$ cat src/rtl/pulse_channel_seq.sv
// Square-wave channel core: period timer, duty/custom step sequencer, length counter, mute gating.
// Produces the gated 1-bit pulse consumed by the envelope/volume stage.
module pulse_channel_seq #(
    parameter int STEPS      = 8,
    parameter int TIMER_W    = 11,
    parameter int LEN_W      = 8,
    parameter int MIN_PERIOD = 8
) (
    input  logic                      clk,
    input  logic                      reset_n,
    input  logic                      cpu_en,
    input  logic [TIMER_W-1:0]        period,
    input  logic [1:0]                duty,
    input  logic                      custom_en,
    input  logic [STEPS-1:0]          custom_pattern,
    input  logic                      phase_reset,
    input  logic                      length_load,
    input  logic [LEN_W-1:0]          length_value,
    input  logic                      length_halt,
    input  logic                      half_frame,
    input  logic                      channel_en,
    output logic                      pulse_out,
    output logic                      length_active,
    output logic [$clog2(STEPS)-1:0]  step_out
);

    localparam int STEP_W = $clog2(STEPS);
    localparam logic [STEP_W-1:0]  STEP_8TH  = STEP_W'(STEPS / 8);
    localparam logic [STEP_W-1:0]  STEP_QTR  = STEP_W'(STEPS / 4);
    localparam logic [STEP_W-1:0]  STEP_HALF = STEP_W'(STEPS / 2);
    localparam logic [TIMER_W-1:0] MIN_P     = TIMER_W'(MIN_PERIOD);

    logic [STEP_W-1:0]  step;
    logic [TIMER_W-1:0] timer;
    logic [LEN_W-1:0]   length;
    logic               raw;

    always_ff @(posedge clk) begin
        if (!reset_n) begin
            step   <= '0;
            timer  <= '0;
            length <= '0;
        end else if (cpu_en) begin
            if (timer == '0) begin
                timer <= period;
                step  <= step + 1'b1;
            end else begin
                timer <= timer - 1'b1;
            end
            // Later assignment wins: phase restart overrides a same-cycle advance.
            if (phase_reset)
                step <= '0;

            if (!channel_en)
                length <= '0;
            else if (length_load)
                length <= length_value;
            else if (half_frame && !length_halt && (length != '0))
                length <= length - 1'b1;
        end
    end

    always_comb begin
        raw = 1'b0;
        if (custom_en) begin
            raw = custom_pattern[step];
        end else begin
            case (duty)
                2'b00:   raw =  (step != '0) && (step <= STEP_8TH);
                2'b01:   raw =  (step != '0) && (step <= STEP_QTR);
                2'b10:   raw =  (step != '0) && (step <= STEP_HALF);
                default: raw = !((step != '0) && (step <= STEP_QTR));
            endcase
        end
    end

    assign length_active = (length != '0);
    assign pulse_out     = raw && length_active && (period >= MIN_P);
    assign step_out      = step;

endmodule

$ cat config.mk
export PLATFORM = sky130hd
export DESIGN_NAME = pulse_channel_seq
export DESIGN_NICKNAME = d
export VERILOG_FILES = /design/src/rtl/pulse_channel_seq.sv
export SDC_FILE = /design/constraint.sdc
export NUM_CORES = 1
export LEC_CHECK = 0
export CELL_PAD_IN_SITES_DETAIL_PLACEMENT = 0
export CELL_PAD_IN_SITES_GLOBAL_PLACEMENT = 2
export CORE_ASPECT_RATIO = 1.5
export CORE_MARGIN = 4
export CORE_UTILIZATION = 28
export DETAILED_ROUTE_END_ITERATION = 16
export GPL_ROUTABILITY_DRIVEN = 0
export GPL_TIMING_DRIVEN = 0
export PLACE_DENSITY_LB_ADDON = 0.1
export SETUP_SLACK_MARGIN = 0.2
export SYNTH_ARGS = -nofsm -noshare
export SYNTH_HDL_FRONTEND = slang
export SYNTH_SLANG_ARGS = --single-unit
$ cat constraint.sdc
create_clock -name clk -period 4.85 [get_ports clk]
set_clock_uncertainty 0.1 [all_clocks]
set_input_delay 0.7275 -clock clk [delete_from_list [all_inputs] [get_ports clk]]
set_output_delay 0.7275 -clock clk [all_outputs]
set_load 0.01 [all_outputs]
After elaboration in Yosys (flattened, before gate mapping)
Index checks and enable logic that the tools add are counted.
- bits in read-only memories: 0
- memories kept: 0
- register bits: 22
- bits in latches: 0
- memory bits (writable): 0
- output and inout port bits: 5
- logic and storage cells: 40
- eq/ne operators: 3
- div/mod/pow operators: 0
- mux-type cells: 10
- multipliers: 0
- $add $sub $neg: 3
- magnitude comparators: 5
- shifts and indexed selects: 0
- reduce and logical (&&, ||, !) cells: 16
- bitwise logic cells: 0
- operators with widths (operator ; number):
    $mux W8 ; 3
    $ge A11 B4 Y1 const B ; 1
    $logic_not A11 Y1 ; 1
    $mux W11 ; 1
    $sub A11 B1 Y11 const B ; 1
    $reduce_bool A8 Y1 ; 1
    $sub A8 B1 Y8 const B ; 1
    $logic_and A1 B1 Y1 ; 7
    $mux W3 ; 2
    $lt A3 B4 Y1 const B ; 1
    $reduce_and A2 Y1 ; 2
    $add A3 B1 Y3 const B ; 1
    $bmux W1 S3 ; 1
    $le A3 B1 Y1 const B ; 1
    $le A3 B2 Y1 const B ; 1
    $le A3 B3 Y1 const B ; 1
    $ne A3 B2 Y1 const B ; 1
    $pmux W1 S3 ; 1
    $reduce_bool A3 Y1 ; 1
    $eq A2 B1 Y1 const B ; 1
    $eq A2 B2 Y1 const B ; 1
    $logic_not A1 Y1 ; 2
    $logic_not A2 Y1 ; 1
    $mux W1 ; 2
    $reduce_bool A2 Y1 ; 1

Depth between registers and ports, before layout
- word-level depth: 7
- mapped depth: 8

Worst setup path after synthesis
Ideal clock, no wire load.
- path kind: register to output
- start point: register step[0], in the netlist step_out[0]
- end point: output port pulse_out
- arrival: 2035 ps
- stages on the path, launching flop included: 9
- path slack: 1987 ps
- path buffers: 1
- cell sequence: dfxtp_1 > clkbuf_1 > inv_1 > ha_1 > nor2_1 > nand3b_1 > a21oi_1 > a2111oi_0 > a2111oi_0
- word-level cells in the longest chain between the ends: 7
- elaborated cells on any way between the ends: 14
- those cells by class: order compare (3); mux (4); reduce/logical (7)
- ends and longest elaborated chain (what ; line ; text):
    from (decl) ; 33 ; logic [STEP_W-1:0] step;
    from (signal assigned) ; 46 ; step <= step + 1'b1;
    $le A3 B2 Y1 / $reduce_bool A3 Y1 (equally long branches) ; -- ;
    $logic_and A1 B1 Y1 ; 70, 72 ;
    $logic_not A1 Y1 ; 72 ; default: raw = !((step != '0) && (step <= STEP_QTR));
    $pmux W1 S3 ; 68 ; case (duty)
    $mux W1 * ; 65 ; if (custom_en) begin
    $logic_and A1 B1 Y1 * (2 in series) ; 78 ; assign pulse_out = raw && length_active && (period >= MIN_P);
    to (decl) ; 22 ; output logic pulse_out,
Mark *: on every way between the ends. The rest lies on a longest branch, timed or not. The select of a mux whose other input is x is not followed.

Worst setup path in the final report
Same ends and word-level chain as after synthesis.

==> impl_summary.log <==
INFO  metric timing.final.crit_share = 77.1%
INFO  metric clock_power_share = 16.0%
INFO  metric firstDrtPassIters = 4
INFO  metric mappedNetlistArea = 0.00147 mm^2
INFO  metric net_switching_power_of_the_design = 0.351 mW
INFO  metric drt-wirelength-per-cell = 14.9 um
INFO  metric postSynthNetCount = 236
INFO  metric crit_path_top_delay_cell = sky130_fd_sc_hd__clkdlybuf4s50_1
INFO  metric post_synth_num_cell_types = 42
INFO  metric top_cells_by_area_in_the_synthesized_netlist = sky130_fd_sc_hd__dfxtp_1, sky130_fd_sc_hd__o21ai_0, sky130_fd_sc_hd__nor3_1, sky130_fd_sc_hd__ha_1, sky130_fd_sc_hd__nor2_1
INFO  metric outcome = finished clean
INFO  metric numPortBuffers = 40
INFO  metric p_leak = 0.723 nW
INFO  metric n_fill_cell = 591
INFO  metric worstPathBufferInverterCount = 3
INFO  metric asr_flop_ratio_synth = 0%
INFO  metric die_area = 0.00648 mm^2
INFO  metric seq_area_frac_synth = 30.0%
INFO  metric grt_setup_unrepaired = false
INFO  metric ff2ff_setup_slack = 2040 ps
INFO  metric final-hold-violation-count = 0
INFO  metric io_pins = 43
INFO  metric syn_avg_cell_area = 7.60 um^2
INFO  metric clk_latency = 270 ps
INFO  metric areaGrowthSynthToFinish = 36.9%
INFO  metric number_of_global_route_vias_before_repair = 1605
INFO  metric crit_top_cell = sky130_fd_sc_hd__a2111oi_0
INFO  metric drtAntennaViolNets = 0
INFO  metric post_route_cells_drive_above_1_share = 5.06%
INFO  metric synth-edff-count = 0
INFO  metric rows = 32
INFO  metric switching_share = 40.7%
INFO  metric critical_path_cell_list = clkbuf_1 -> inv_1 -> ha_1 -> nor2_1 -> nand3b_1 -> a21oi_1 -> a2111oi_0 -> a2111oi_0 -> clkdlybuf4s50_1
INFO  metric grtUsageTotal = 14.4%
INFO  metric power.density = 429 mW/mm^2
INFO  metric start_util = 28.6%
INFO  metric worst-slew-pin-transition = 902 ps
INFO  metric clockRootBuffer = sky130_fd_sc_hd__clkbuf_8
INFO  metric route.vias.total = 1596
INFO  metric worst_ep_required_time = 4020 ps
INFO  metric antennaDiodeCount = 0
INFO  metric drc_errors = 0
INFO  metric seq_power_share = 31.1%
INFO  metric endpoint_kind = output pin
INFO  metric power.ir.vdd_worst = 247 uV
INFO  metric drt-vias-per-instance = 5.23
INFO  metric design.core.area = 0.00512 mm^2
INFO  metric finalSetupTns = 0 ps
INFO  metric min-delay-path-class = flop to flop
INFO  metric critical_path.startpoint_type = flop
INFO  metric drt-initial-drc-count = 49
INFO  metric synth_largest_area_cell = sky130_fd_sc_hd__dfxtp_1
INFO  metric htreeDepth = 1
INFO  metric clock_sinks = 22
INFO  metric finalCoreUtilization = 39.2%
INFO  metric p_int = 0.511 mW
INFO  metric hpwl = 3.58 mm
INFO  metric globalRouteOverflowTotal = 0
INFO  metric grt_first_pass_wirelength = 7.36 mm
INFO  metric synthCells = 193
INFO  metric die_width = 67.1 um
INFO  metric ctsLongestPathBuffers = 2
INFO  metric tritoncts = built
INFO  metric die_h = 96.6 um
INFO  metric slew_viol_final = 0
INFO  metric critical_path.max_fanout = 6
INFO  metric post-cts-setup-buffers = 0
INFO  metric multi_input_area = 927 um^2
INFO  metric dominantRegCellSynth = sky130_fd_sc_hd__dfxtp_1
INFO  metric post-route-min-period = 3740 ps
INFO  metric register_area = 440 um^2
INFO  metric combinationalPowerShare = 52.9%
INFO  metric cts_resized = 0
INFO  metric timing.fmax = 267 MHz
INFO  metric worst-endpoint-arrival = 2910 ps
INFO  metric routed_wirelength = 4.54 mm
INFO  metric grt_max_degree = 13
INFO  metric yosys_warnings = 0
INFO  metric num-nets-final = 281
INFO  metric postCtsHoldBufs = 0
INFO  metric critical_path.max_stage_delay = 650 ps
INFO  metric slew_headroom = 39.1%
INFO  metric post-synth-top-area-fraction = 30.0%
INFO  metric flip_flop_and_latch_count_after_synthesis = 22
INFO  metric drv_cap = 0
INFO  metric antenna_violations_before_repair = 0
INFO  metric setup_viol = 0
INFO  metric cts_buffers = 3
INFO  metric clock_pin_slew_reported_for_the_worst_setup_and_hold_paths_after_clock_tree_synthesis = 80 ps
INFO  metric cpLargestDelayFamily = buffers and inverters
INFO  metric timing_worst_setup_path_type = flop to output pin
## worst reg2reg max path, delay by kind of cell, from the launching register on
family	cells	cell delay (ps)
AND/OR/NAND/NOR	1	300
buffers and inverters	2	270
flip-flops	1	340
AO/OA/AOI/OAI	3	1660
## area by class of cell
cell class | instances | area share (%)
sequential | 22 | 21.9
timing repair buffer | 40 | 20.0
clock buffer | 4 | 2.74
buffer | 12 | 2.68
tap | 68 | 4.24
multi-input combinational | 147 | 46.2
inverter | 12 | 2.24
## cell usage after synthesis (4+ instances only)
cell,number
sky130_fd_sc_hd__mux2i_1,4
sky130_fd_sc_hd__nand2b_1,4
sky130_fd_sc_hd__nand2_1,14
sky130_fd_sc_hd__o21ai_0,24
sky130_fd_sc_hd__nor3_1,15
sky130_fd_sc_hd__clkbuf_1,9
sky130_fd_sc_hd__nor4_1,5
sky130_fd_sc_hd__nor2_1,15
sky130_fd_sc_hd__a21oi_1,9
sky130_fd_sc_hd__or4_1,5
sky130_fd_sc_hd__or3_1,5
sky130_fd_sc_hd__ha_1,5
sky130_fd_sc_hd__a21boi_0,4
sky130_fd_sc_hd__dfxtp_1,22
sky130_fd_sc_hd__nand3_1,4
sky130_fd_sc_hd__inv_1,12
## cell usage in the layout (no fill, tap or decap), types with 2 or more instances in the layout
cell type                         netlist  final
sky130_fd_sc_hd__or3_1                  5      5
sky130_fd_sc_hd__nand3b_1               2      2
sky130_fd_sc_hd__and2_1                 2      2
sky130_fd_sc_hd__nor3b_1                2      2
sky130_fd_sc_hd__o21ai_0               24     24
sky130_fd_sc_hd__nor4_1                 5      5
sky130_fd_sc_hd__mux4_2                 2      2
sky130_fd_sc_hd__a21oi_1                9      9
sky130_fd_sc_hd__nand2b_1               4      4
sky130_fd_sc_hd__a21boi_0               4      4
sky130_fd_sc_hd__nor3_1                15     15
sky130_fd_sc_hd__a22oi_1                2      2
sky130_fd_sc_hd__or4_1                  5      5
sky130_fd_sc_hd__xnor2_1                2      2
sky130_fd_sc_hd__clkbuf_1               9      9
sky130_fd_sc_hd__a2111oi_0              2      2
sky130_fd_sc_hd__a31oi_1                2      2
sky130_fd_sc_hd__nand2_1               14     14
sky130_fd_sc_hd__inv_1                 12     12
sky130_fd_sc_hd__ha_1                   5      5
sky130_fd_sc_hd__o2111ai_1              2      2
sky130_fd_sc_hd__or2_2                  2      2
sky130_fd_sc_hd__nor2_1                15     15
sky130_fd_sc_hd__clkbuf_8               0      4
sky130_fd_sc_hd__nand3_1                4      4
sky130_fd_sc_hd__clkdlybuf4s50_1        0     40
sky130_fd_sc_hd__dfxtp_1               22     22
sky130_fd_sc_hd__nor2b_1                2      2
sky130_fd_sc_hd__mux2i_1                4      4
## power groups by stage
stage               logic, mW  clock network (mW)  registers (mW)
floorplan               0.326                   0           0.261
global placement        0.442                   0           0.268
detailed placement      0.455                   0           0.271
CTS                     0.458               0.144           0.267
global route            0.506               0.153           0.276
finish                  0.456               0.138           0.268
## through the flow
step           worst slack, ps  power (mW)  std cells  hold WS, ps  cell area (um^2)
2_1_floorplan             1990       0.587        193          336              1470
3_3_place_gp              1450       0.710        301          356              1950
3_5_place_dp              1350       0.727        301          371              1950
4_1_cts                   1160       0.869        305          387              2010
5_1_grt                    990       0.934        305          419              2010
6_report                  1110       0.862        305          382              2010
## logic make-up after synthesis
logic type | synth area share, %
fa+ha+maj | 4.27
simple gates | 29.7
mux | 5.80
flops | 30.0
buf+inv | 6.74
compound gates | 22.3
xor+xnor | 1.19
## routing by layer
layer  part of all wire (%)  vias to the layer above  global-route usage [%]
met5                      0                        -                       0
met4                   0.59                        0                    4.84
met3                    3.0                        4                    2.09
met2                     56                       32                    26.7
met1                     40                      771                    16.0
li1                       -                      789                       -
## path summary, 6_finish.rpt
kind                from   endpoint  cells after the start
min reg2reg    length[1]  length[1]                      2
max          step_out[0]  pulse_out                      9
min            length[1]  length[1]                      2
max reg2reg    length[3]  length[3]                      6
## state kept, by name (all words and copies together), names as in the netlist
name / count
length: 8
step_out: 3
timer: 11
(Power assumes the default switching activity.)
==> variant 1 (same settings) <==
Register the output `step_out` once more, cleared by the reset; this adds one clock of latency there. The other outputs are not delayed to match.
--- a/src/rtl/pulse_channel_seq.sv
+++ b/src/rtl/pulse_channel_seq.sv
@@ -76,7 +76,13 @@
 
     assign length_active = (length != '0);
     assign pulse_out     = raw && length_active && (period >= MIN_P);
-    assign step_out      = step;
+    always_ff @(posedge clk) begin
+        if (!reset_n) begin
+            step_out <= '0;
+        end else begin
+            step_out <= step;
+        end
+    end
 
 endmodule
 
Formal check against the unedited RTL: not equivalent (Yosys sat finds a counterexample within 4 cycles, from zero or initial values and one cycle with reset_n low).
==> variant 1 against the original RTL <==
- sequential power grew 6%
- cell area rose by 7.8%
- via count increased by 4.4%
- total power fell by 14%
- synthesized area is 12% higher
- routed wire length is 7.8% higher
- worst setup slack better by 0.25 ns
- sequential cell count up 3
- critical endpoint unchanged
- highest routed layer unchanged
==> variant 1: results (changes against the original RTL) <==
Post-Synth XOR/XNOR Area 1.60% (+0.41 points); GRT Total Usage 14.1% (-0.36 points); sequential share of cell area 23.1% (+1.2 points); Routed met2 length 2770 um (+8.5%); Buffers excl. clock 47 (-9.6%); nets 282 (+0.36%); hpwl dp 4010 um (+12%); sequential cells 25 (+14%); Fillers 587 (-0.68%); port buffer count 39 (-2.5%); clock latency on the worst-skew pair roughly 0.26 ns; met2 usage 28.0% (+1.3 points); GRT met1 Usage 15.3% (-0.71 points); Reg area 500 um^2 (+14%); syn nets 238 (+0.85%); layout cells sized above 1 8.82% (+3.8 points); mux cell area share after synthesis 5.88% (+0.076 points); max_slew headroom 61.5% (+22 points); Post-Syn Area 0.00164 mm^2 (+12%); met3 Usage GRT 1.29% (-0.80 points); number of global-route vias before repair 1704 (+6.2%); Hold EP length[7]$_SDFFE_PN0P_; top cells by count, synth 25 x dfxtp_1, 19 x nand2_1, 16 x o21ai_0; run status finished, final reports clean; area post-placement 0.00212 mm^2 (+8.5%); crit path from step[0]$_SDFFE_PN0P_; Area contributors post-synth dfxtp_1 31%, o21ai_0 4.9%, nand2_1 4.4%, ha_1 3.8%, a21oi_1 3.7%; adder-cell share of the synthesized area 3.82% (-0.45 points); R2R setup slack 2.89 ns (+0.85 ns); WL/cell 15.9 um (+6.7%); global-route wire length before repair 8100 um (+10%); Hold Path Origin length[7]$_SDFFE_PN0P_; post-synthesis sequential area ratio 30.5% (+0.50 points); Int Power 451 uW (-12%); Non-clock buffer share 19.8% (-2.9 points); Peak VDD IR 0.180 mV (-27%); CP arrival 2.66 ns (-0.25 ns); Yosys cell types 61 (+45%); clock network contribution to total cell area 2.14% (-0.60 points); Clock Buffer Count 3 (-1); largest net degree at the start of global routing 15 (+2); Max FO, Critical Path 7 (+1); end of the worst register-to-register path length[6]$_SDFFE_PN0P_; multi-input gates 150 (+2.0%); Reg-to-Reg Start length[0]$_SDFFE_PN0P_; WL met3 162 um (+21%)
[variant 1: critical path, stage by stage, from the launching register on]
cell,delay (ns)
dfxtp_1,0.35
clkbuf_1,0.30
inv_1,0.11
ha_1,0.22
nor4b_1,0.30
a31oi_1,0.08
o22a_1,0.18
a221oi_1,0.27
clkdlybuf4s50_1,0.58
[variant 1: through the flow]
step / setup WS [ns] / hold slack [ns] / std cells
floorplan: 2.26 / 0.367 / 195
global placement: 1.46 / 0.386 / 304
detailed placement: 1.42 / 0.403 / 304
CTS: 1.32 / 0.415 / 308
global route: 1.16 / 0.452 / 308
finish: 1.36 / 0.407 / 308
[variant 1: power groups by stage]
stage | sequential [mW] | clock, mW | combinational (mW)
2_1_floorplan | 0.279 | 0 | 0.236
4_1_cts | 0.283 | 0.130 | 0.340
5_1_grt | 0.292 | 0.137 | 0.375
3_3_place_gp | 0.287 | 0 | 0.334
6_report | 0.284 | 0.121 | 0.336
3_5_place_dp | 0.288 | 0 | 0.339
==> variant 2 (same settings) <==
Without the edit above. Change the parameter `LEN_W` from 8 to 4.
--- a/src/rtl/pulse_channel_seq.sv
+++ b/src/rtl/pulse_channel_seq.sv
@@ -3,7 +3,7 @@
 module pulse_channel_seq #(
     parameter int STEPS      = 8,
     parameter int TIMER_W    = 11,
-    parameter int LEN_W      = 8,
+    parameter int LEN_W      = 4,
     parameter int MIN_PERIOD = 8
 ) (
     input  logic                      clk,
Ports: changed (resized length_value); port bits go from 43 to 39. No check against the original RTL was run, so the function may have changed too.
==> variant 2 against the original RTL <==
- global-route usage shrank 1.6 points
- worst setup slack gained 0.23 ns
- total power shrank 23%
- cell area shrank 14%
- synthesized area shrank 15%
- routed wire length shrank 21%
- sequential cell count shrank 4
- clock power shrank 9%
- fmax grew 6.5%
- highest routed layer unchanged
==> variant 2: results (changes against the original RTL) <==
run status finished, final reports clean; Synth Area in Compound Gates 20.5% (-1.8 points); crit path from duty[1]; clock network contribution to total cell area 3.21% (+0.46 points); Leak 0.601 nW (-17%); Fillers 464 (-21%); largest net degree at the start of global routing 11 (-2); top cells by count, synth 18 x dfxtp_1, 15 x nand2_1, 13 x inv_1; clock network power share 18.9% (+2.9 points); Reg area 360 um^2 (-18%); worst slew pin tran 0.636 ns (-0.266 ns); Yosys cell types 47 (+12%); # Post-CTS Setup Buffers 0 (unchanged); Setup WS pre-CTS 1.36 ns (+0.00232 ns); Non-clock buffer share 22.7% (+0.037 points); CTS sink count 18 (-18%); switching pwr 259 uW (-26%); syn nets 195 (-17%); Well Taps 46 (-32%); Power Total 662 uW (-23%); multi-input gates 117 (-20%); adder-cell share of the synthesized area 4.99% (+0.72 points); mux cell area share after synthesis 5.69% (-0.11 points); post-synthesis sequential area ratio 28.7% (-1.3 points); hpwl dp 2830 um (-21%); Synth-to-Final Area Change 36.9% (about the same); Buffers excl. clock 43 (-17%); Flop pwr share 34.2% (+3.1 points); port buffer count 35 (-13%); hold crit path type reg2reg; Synth Area per Inst 8.04 um^2 (+5.8%); Clock Buffer Count 4 (unchanged); CP arrival 2.68 ns (-0.23 ns); Max FO, Critical Path 4 (-2); fraction of area in multi-input gates 46.9% (+0.74 points); Routed WL 3580 um (-21%); DR vias 1312 (-18%); WL/cell 14.9 um (-0.10%); area post-placement 0.00166 mm^2 (-15%); Crit path largest cell delay 0.56 ns (-0.09 ns); Peak VDD IR 0.163 mV (-34%); inverter count 13 (+1); Area contributors post-synth dfxtp_1 29%, ha_1 5.0%, mux2i_1 4.8%, nand2_1 4.5%, inv_1 3.9%; global-route wire length before repair 5820 um (-21%); Ys Warns 0 (unchanged); Most used DFF post-synth dfxtp_1; nets 235 (-16%); layout cells sized above 1 8.21% (+3.1 points)
## variant 2: cell count changes in the layout (fill, tap and decap cells not counted), sizes merged, moves of 3 or more
cell           change
a21boi             -4
clkbuf             -3
clkdlybuf4s50      -5
dfxtp              -4
nand3              +4
nand4              +6
nor2               -7
nor3              -12
o21ai             -15
or3                -4
## variant 2: final timing paths
kind | end | slack [ns]
hold / removal | length[1]$_SDFFE_PN0P_ | 0.39
hold reg to reg | length[1]$_SDFFE_PN0P_ | 0.39
setup reg to reg | timer[8]$_SDFFE_PN0P_ | 2.75
setup / recovery | pulse_out | 1.34
## variant 2: layer usage
metal	share of wire [%]	up-vias	wire length (um)	GRT usage, %
met4	0.64	0	23	4.42
met1	43	603	1550	15.1
met3	6.3	2	224	2.74
met2	50	40	1780	22.5
met5	0	-	0	0
li1	-	667	-	-
## variant 2: cells by family after synthesis
family / after synthesis
AOI/OAI and AO/OA: 37
xor gates and xnor gates: 3
adders and majority gates: 5
buffers and inverters: 21
DFF: 18
muxes: 7
and+or+nand+nor: 65
